$ cat config.mk
export PLATFORM = sky130hd
export DESIGN_NAME = prog_loader
export DESIGN_NICKNAME = d
export VERILOG_FILES = /design/src/rtl/prog_loader.sv
export SDC_FILE = /design/constraint.sdc
export NUM_CORES = 1
export LEC_CHECK = 0
export BUFFER_PORTS_ARGS = -buffer_cell sky130_fd_sc_hd__buf_2
export CAP_MARGIN = 20
export CORE_MARGIN = 10
export CORE_UTILIZATION = 24
export DETAILED_ROUTE_END_ITERATION = 12
export MAX_ROUTING_LAYER = met4
export SKIP_LAST_GASP = 1
export SYNTH_ARGS = -nofsm -noshare
export SYNTH_HDL_FRONTEND = slang
export SYNTH_SLANG_ARGS = --single-unit
export TNS_END_PERCENT = 20
$ cat constraint.sdc
create_clock -name clk -period 2.55 [get_ports clk]
set_clock_uncertainty 0.1 [all_clocks]
set_input_delay 0.3825 -clock clk [delete_from_list [all_inputs] [get_ports clk]]
set_output_delay 0.3825 -clock clk [all_outputs]
set_load 0.01 [all_outputs]
$ cat src/rtl/prog_loader.sv
// prog_loader: receives a framed byte stream (LEN, payload, CSUM) over a valid/ready
// handshake. It writes the payload into program/data memory through one write port and
// releases the core from reset only after the checksum matches.
//
// Ports:
//   clk        system clock, all state on the rising edge
//   rst        synchronous active-low reset
//   start      pulse to begin a new load (honoured in IDLE, DONE, ERR only)
//   in_data    stream byte
//   in_valid   in_data valid
//   in_ready   loader accepts in_data this cycle (decoded from the state register only)
//   mem_addr   write address
//   mem_data   write data
//   mem_write  one-cycle write strobe per payload byte
//   core_hold  1 holds the core in reset
//   busy       load in progress
//   done       last load succeeded, core released
//   err        last load failed its checksum
module prog_loader #(
  parameter int unsigned         ADDR_W    = 8,
  parameter int unsigned         DATA_W    = 8,
  parameter logic [ADDR_W-1:0]   BASE_ADDR = '0
) (
  input  logic              clk,
  input  logic              rst,
  input  logic              start,
  input  logic [DATA_W-1:0] in_data,
  input  logic              in_valid,
  output logic              in_ready,
  output logic [ADDR_W-1:0] mem_addr,
  output logic [DATA_W-1:0] mem_data,
  output logic              mem_write,
  output logic              core_hold,
  output logic              busy,
  output logic              done,
  output logic              err
);

  typedef enum logic [2:0] {StIdle, StLen, StLoad, StCsum, StDone, StErr} state_e;

  localparam logic [ADDR_W-1:0] AddrOne = 1;

  state_e              state_q;
  logic [8:0]          count_q;  // 9 bits so a LEN of 0 can stand for 256 bytes
  logic [ADDR_W-1:0]   addr_q;
  logic [DATA_W-1:0]   sum_q;
  logic                accept;
  logic [7:0]          len_byte;
  logic [8:0]          len_n;

  always_comb begin
    in_ready = (state_q == StLen) || (state_q == StLoad) || (state_q == StCsum);
    accept   = in_valid && in_ready;
    len_byte = in_data[7:0];
    len_n    = (len_byte == 8'd0) ? 9'd256 : {1'b0, len_byte};
  end

  always_ff @(posedge clk) begin
    if (!rst) begin
      state_q   <= StIdle;
      count_q   <= '0;
      addr_q    <= '0;
      sum_q     <= '0;
      mem_addr  <= '0;
      mem_data  <= '0;
      mem_write <= 1'b0;
      core_hold <= 1'b1;
      busy      <= 1'b0;
      done      <= 1'b0;
      err       <= 1'b0;
    end else begin
      mem_write <= 1'b0;
      unique case (state_q)
        StIdle: begin
          if (start) begin
            state_q <= StLen;
            busy    <= 1'b1;
          end
        end
        StLen: begin
          if (accept) begin
            count_q <= len_n;
            addr_q  <= BASE_ADDR;
            sum_q   <= '0;
            state_q <= StLoad;
          end
        end
        StLoad: begin
          if (accept) begin
            mem_write <= 1'b1;
            mem_addr  <= addr_q;
            mem_data  <= in_data;
            sum_q     <= sum_q + in_data;
            addr_q    <= addr_q + AddrOne;  // wraps silently at the top of memory
            count_q   <= count_q - 9'd1;
            if (count_q == 9'd1) state_q <= StCsum;
          end
        end
        StCsum: begin
          if (accept) begin
            busy <= 1'b0;
            if (in_data == sum_q) begin
              state_q   <= StDone;
              done      <= 1'b1;
              core_hold <= 1'b0;
            end else begin
              state_q <= StErr;
              err     <= 1'b1;
            end
          end
        end
        StDone, StErr: begin
          if (start) begin
            state_q   <= StLen;
            busy      <= 1'b1;
            done      <= 1'b0;
            err       <= 1'b0;
            core_hold <= 1'b1;
          end
        end
        default: state_q <= StIdle;
      endcase
    end
  end

endmodule

==> flow_metrics.env <==
export IMPL_outcome="finished clean"
export IMPL_port_buffers=33
export IMPL_gr_total_overflow=0
export IMPL_grt_max_degree=23
export IMPL_tightestPinTransition_ns=0.575
export IMPL_hold_path_class="input pin to flip-flop"
export IMPL_setup_tns_ns=0
export IMPL_ant_nets=0
export IMPL_stdcell_area_um2=2980
export IMPL_synthCells=325
export IMPL_setup_violations=0
export IMPL_cts_sinks=49
export IMPL_cts_buffers=5
export IMPL_timing_critical_path_fanout_max=16
export IMPL_crit_buf_inv=1
export IMPL_fin_nets=378
export IMPL_cp_end_kind="flip-flop"
export IMPL_grt_pass1_wl_mm=11.5
export IMPL_numPlacedInstances=484
export IMPL_clockBufferDepth=2
export IMPL_p_leak_nw=1.16
export IMPL_wl_mm=6.74
export IMPL_critPathMaxStageDelay_ns=0.65
export IMPL_worstPathRequired_ns=2.65
export IMPL_cp_common_cell="nor2_1"
export IMPL_crit_path_start_kind="flip-flop"
export IMPL_synth_edf_count=0
export IMPL_row_count=37
export IMPL_die_h_um=123
export IMPL_power_frac_comb=0.196
export IMPL_relSlewSlack=0.615
export IMPL_internal_power_mw=1.23
export IMPL_fillers=1166
export IMPL_fmax_mhz=484
export IMPL_hold_viol=0
export IMPL_grt_pass1_vias=2345
export IMPL_vias=2424
export IMPL_cts_root_buf="clkbuf_8"
export IMPL_drtIter0Drc=162
export IMPL_synth_top_family_by_area="simple AND/OR/NAND/NOR gates"
export IMPL_synth_commonest_cells="dfxtp_1, nand2_1, a21oi_1"
export IMPL_grt_busiest_layer="met2"
export IMPL_synth_top_area_cell="dfxtp_1"
export IMPL_p_clk_frac=0.324
export IMPL_clk_latency_ns=0.30
export IMPL_antenna_found_initial=0
export IMPL_instances_no_fill=492
export IMPL_synthSimpleGateAreaFrac=0.257
export IMPL_ys_flop_type="dfxtp_1"
export IMPL_routedWlPerCell_um=13.7
export IMPL_grt_use_met1=0.124
export IMPL_dpl_cell_area_um2=2870
export IMPL_io_pins=34
export IMPL_worstPathCellList="xnor2_1 > nor2_1 > buf_4 > o21ai_0 > a22oi_1 > nor2_1"
export IMPL_syn_avg_cell_area_um2=7.87
export IMPL_total_power_mw=1.75
export IMPL_critPathTopFamily="flip-flops"
export IMPL_cts_hold_fix_buffers=0
export IMPL_use_met3=0.0214
export IMPL_crit_slowest_cell="dfxtp_1"
export IMPL_fin_crit_ns=2.06
export IMPL_power_switching_uw=521
export IMPL_syn_area_um2=2560
export IMPL_drc=0
export IMPL_syn_to_final_growth_pct=16.5
export IMPL_rsz0062_at_grt="no"
export IMPL_cts_clk_slew_worst_paths_ns=0.10
export IMPL_postCtsSetupBuffers=0
export IMPL_netSwitchingFraction=0.297
export IMPL_synth_compound_area_share=0.238
export IMPL_die_x_um=123
export IMPL_tritoncts="built"
export IMPL_num_antenna_cells=0
export IMPL_drv_slew=0
export IMPL_drive_gt1_frac=0.152
export IMPL_grt_usage=0.0942
export IMPL_syn_nets=348
export IMPL_powerDensity_nw_per_um2=588
export IMPL_ys_types=51
export IMPL_dp_hpwl_mm=4.98
export IMPL_first_pass_iters=4
export IMPL_synth_area_mux_share=0.00391
export IMPL_vdd_ir_drop_max_v=0.000243
export IMPL_dp_slack_ns=0.340
export IMPL_drt_vias_per_instance=4.93
export IMPL_use_met2=0.145
export IMPL_core_um2=10400
export IMPL_synth_xor_area_share=0.0205
export IMPL_synth_warning_count=0
export IMPL_h_tree_depth=2
export IMPL_initial_core_util=0.247
export IMPL_drv_cap=0
export IMPL_dieArea_um2=15200
export IMPL_critPathKind="flip-flop to flip-flop"
export IMPL_synthAdderAreaFrac=0.0568
export IMPL_post_cts_resized=0
export IMPL_arrival_ns=2.16
export IMPL_synthArstFlopShare=0
export IMPL_yosysTopAreaCellShare=0.384
export IMPL_finalCritPeriodShare=0.810
export IMPL_place_congestion=0.848
export IMPL_seq_power_share=0.480
export IMPL_synth_seq_cells=49
export IMPL_seq_area_frac_synth=0.384
export IMPL_synthTopCellsByArea="dfxtp_1, a21oi_1, nand2_1, nor2_1, ha_1"
export IMPL_setup_slack_ns=0.485
[worst reg2reg max path, stage by stage, from the launching register on]
cell and delay, ns:
dfxtp_1 0.65, xnor2_1 0.16, nor2_1 0.47, buf_4 0.28, o21ai_0 0.10, a22oi_1 0.15, nor2_1 0.05
[kinds of logic (layout without fill, tap and decap cells)]
family	count (synthesis)	after routing
fa+ha+maj	11	11
flops	49	49
compound gates	99	99
mux	1	1
simple gates	135	135
xor+xnor	6	6
buf+inv	24	55
[per-stage QoR]
step	utilization	hold slack, ns
2_1_floorplan	-	0.345
6_report	0.287	0.276
5_1_grt	0.287	0.272
3_5_place_dp	0.277	0.349
3_3_place_gp	0.277	0.343
4_1_cts	0.287	0.262
[power groups by stage]
stage | clock network (mW) | registers [mW] | logic (mW)
after CTS | 0.584 | 0.841 | 0.345
after global routing | 0.627 | 0.850 | 0.391
after floorplan | 0 | 0.845 | 0.263
final | 0.567 | 0.842 | 0.344
after detailed placement | 0 | 0.859 | 0.343
after global placement | 0 | 0.857 | 0.337
[worst paths after layout]
check	startpoint	to	slack, ns	cells past startpoint
hold reg to reg	mem_addr[3]$_SDFFE_PN0P_	mem_addr[3]$_SDFFE_PN0P_	0.36	2
setup / recovery	state_q[1]$_SDFFE_PN0P_	count_q[5]$_SDFFE_PN0P_	0.49	6
hold / removal	in_data[5]	mem_data[5]$_SDFFE_PN0P_	0.28	3
setup reg to reg	state_q[1]$_SDFFE_PN0P_	count_q[5]$_SDFFE_PN0P_	0.49	6
[cell usage in the layout, fill, tap and decap left out, types with 4 or more instances in the layout]
| cell | count |
|---|---|
| ha_1 | 10 |
| inv_1 | 7 |
| nor3_1 | 4 |
| nor2_1 | 37 |
| buf_2 | 33 |
| nand2_1 | 49 |
| clkbuf_8 | 5 |
| a22oi_1 | 9 |
| a21oi_1 | 38 |
| nand3_1 | 9 |
| dfxtp_1 | 49 |
| nor3b_1 | 7 |
| o21ai_0 | 20 |
| a211oi_1 | 5 |
| nor2b_1 | 4 |
| buf_4 | 7 |
[metal layers]
metal / vias up / wire, µm
met5: - / 0
met4: 0 / 53
met3: 6 / 373
met2: 53 / 3100
met1: 1150 / 3220
li1: 1215 / -
[state kept, by name, summed over array words and instances, names as in the netlist, 3 cells and up]
name      cells
addr_q        8
count_q       9
mem_addr      8
mem_data      8
state_q       3
sum_q         8
[layout make-up]
class | instances | area [µm²] | area share
clock inverter | 2 | 38.8 | 0.0130
clock buffer | 6 | 72.6 | 0.0243
tap | 136 | 170 | 0.0571
inverter | 7 | 26.3 | 0.00882
timing repair buffer | 40 | 218 | 0.0730
sequential | 49 | 981 | 0.329
multi-input combinational | 252 | 1470 | 0.495
Note: power is estimated with default switching activity, not from simulation.
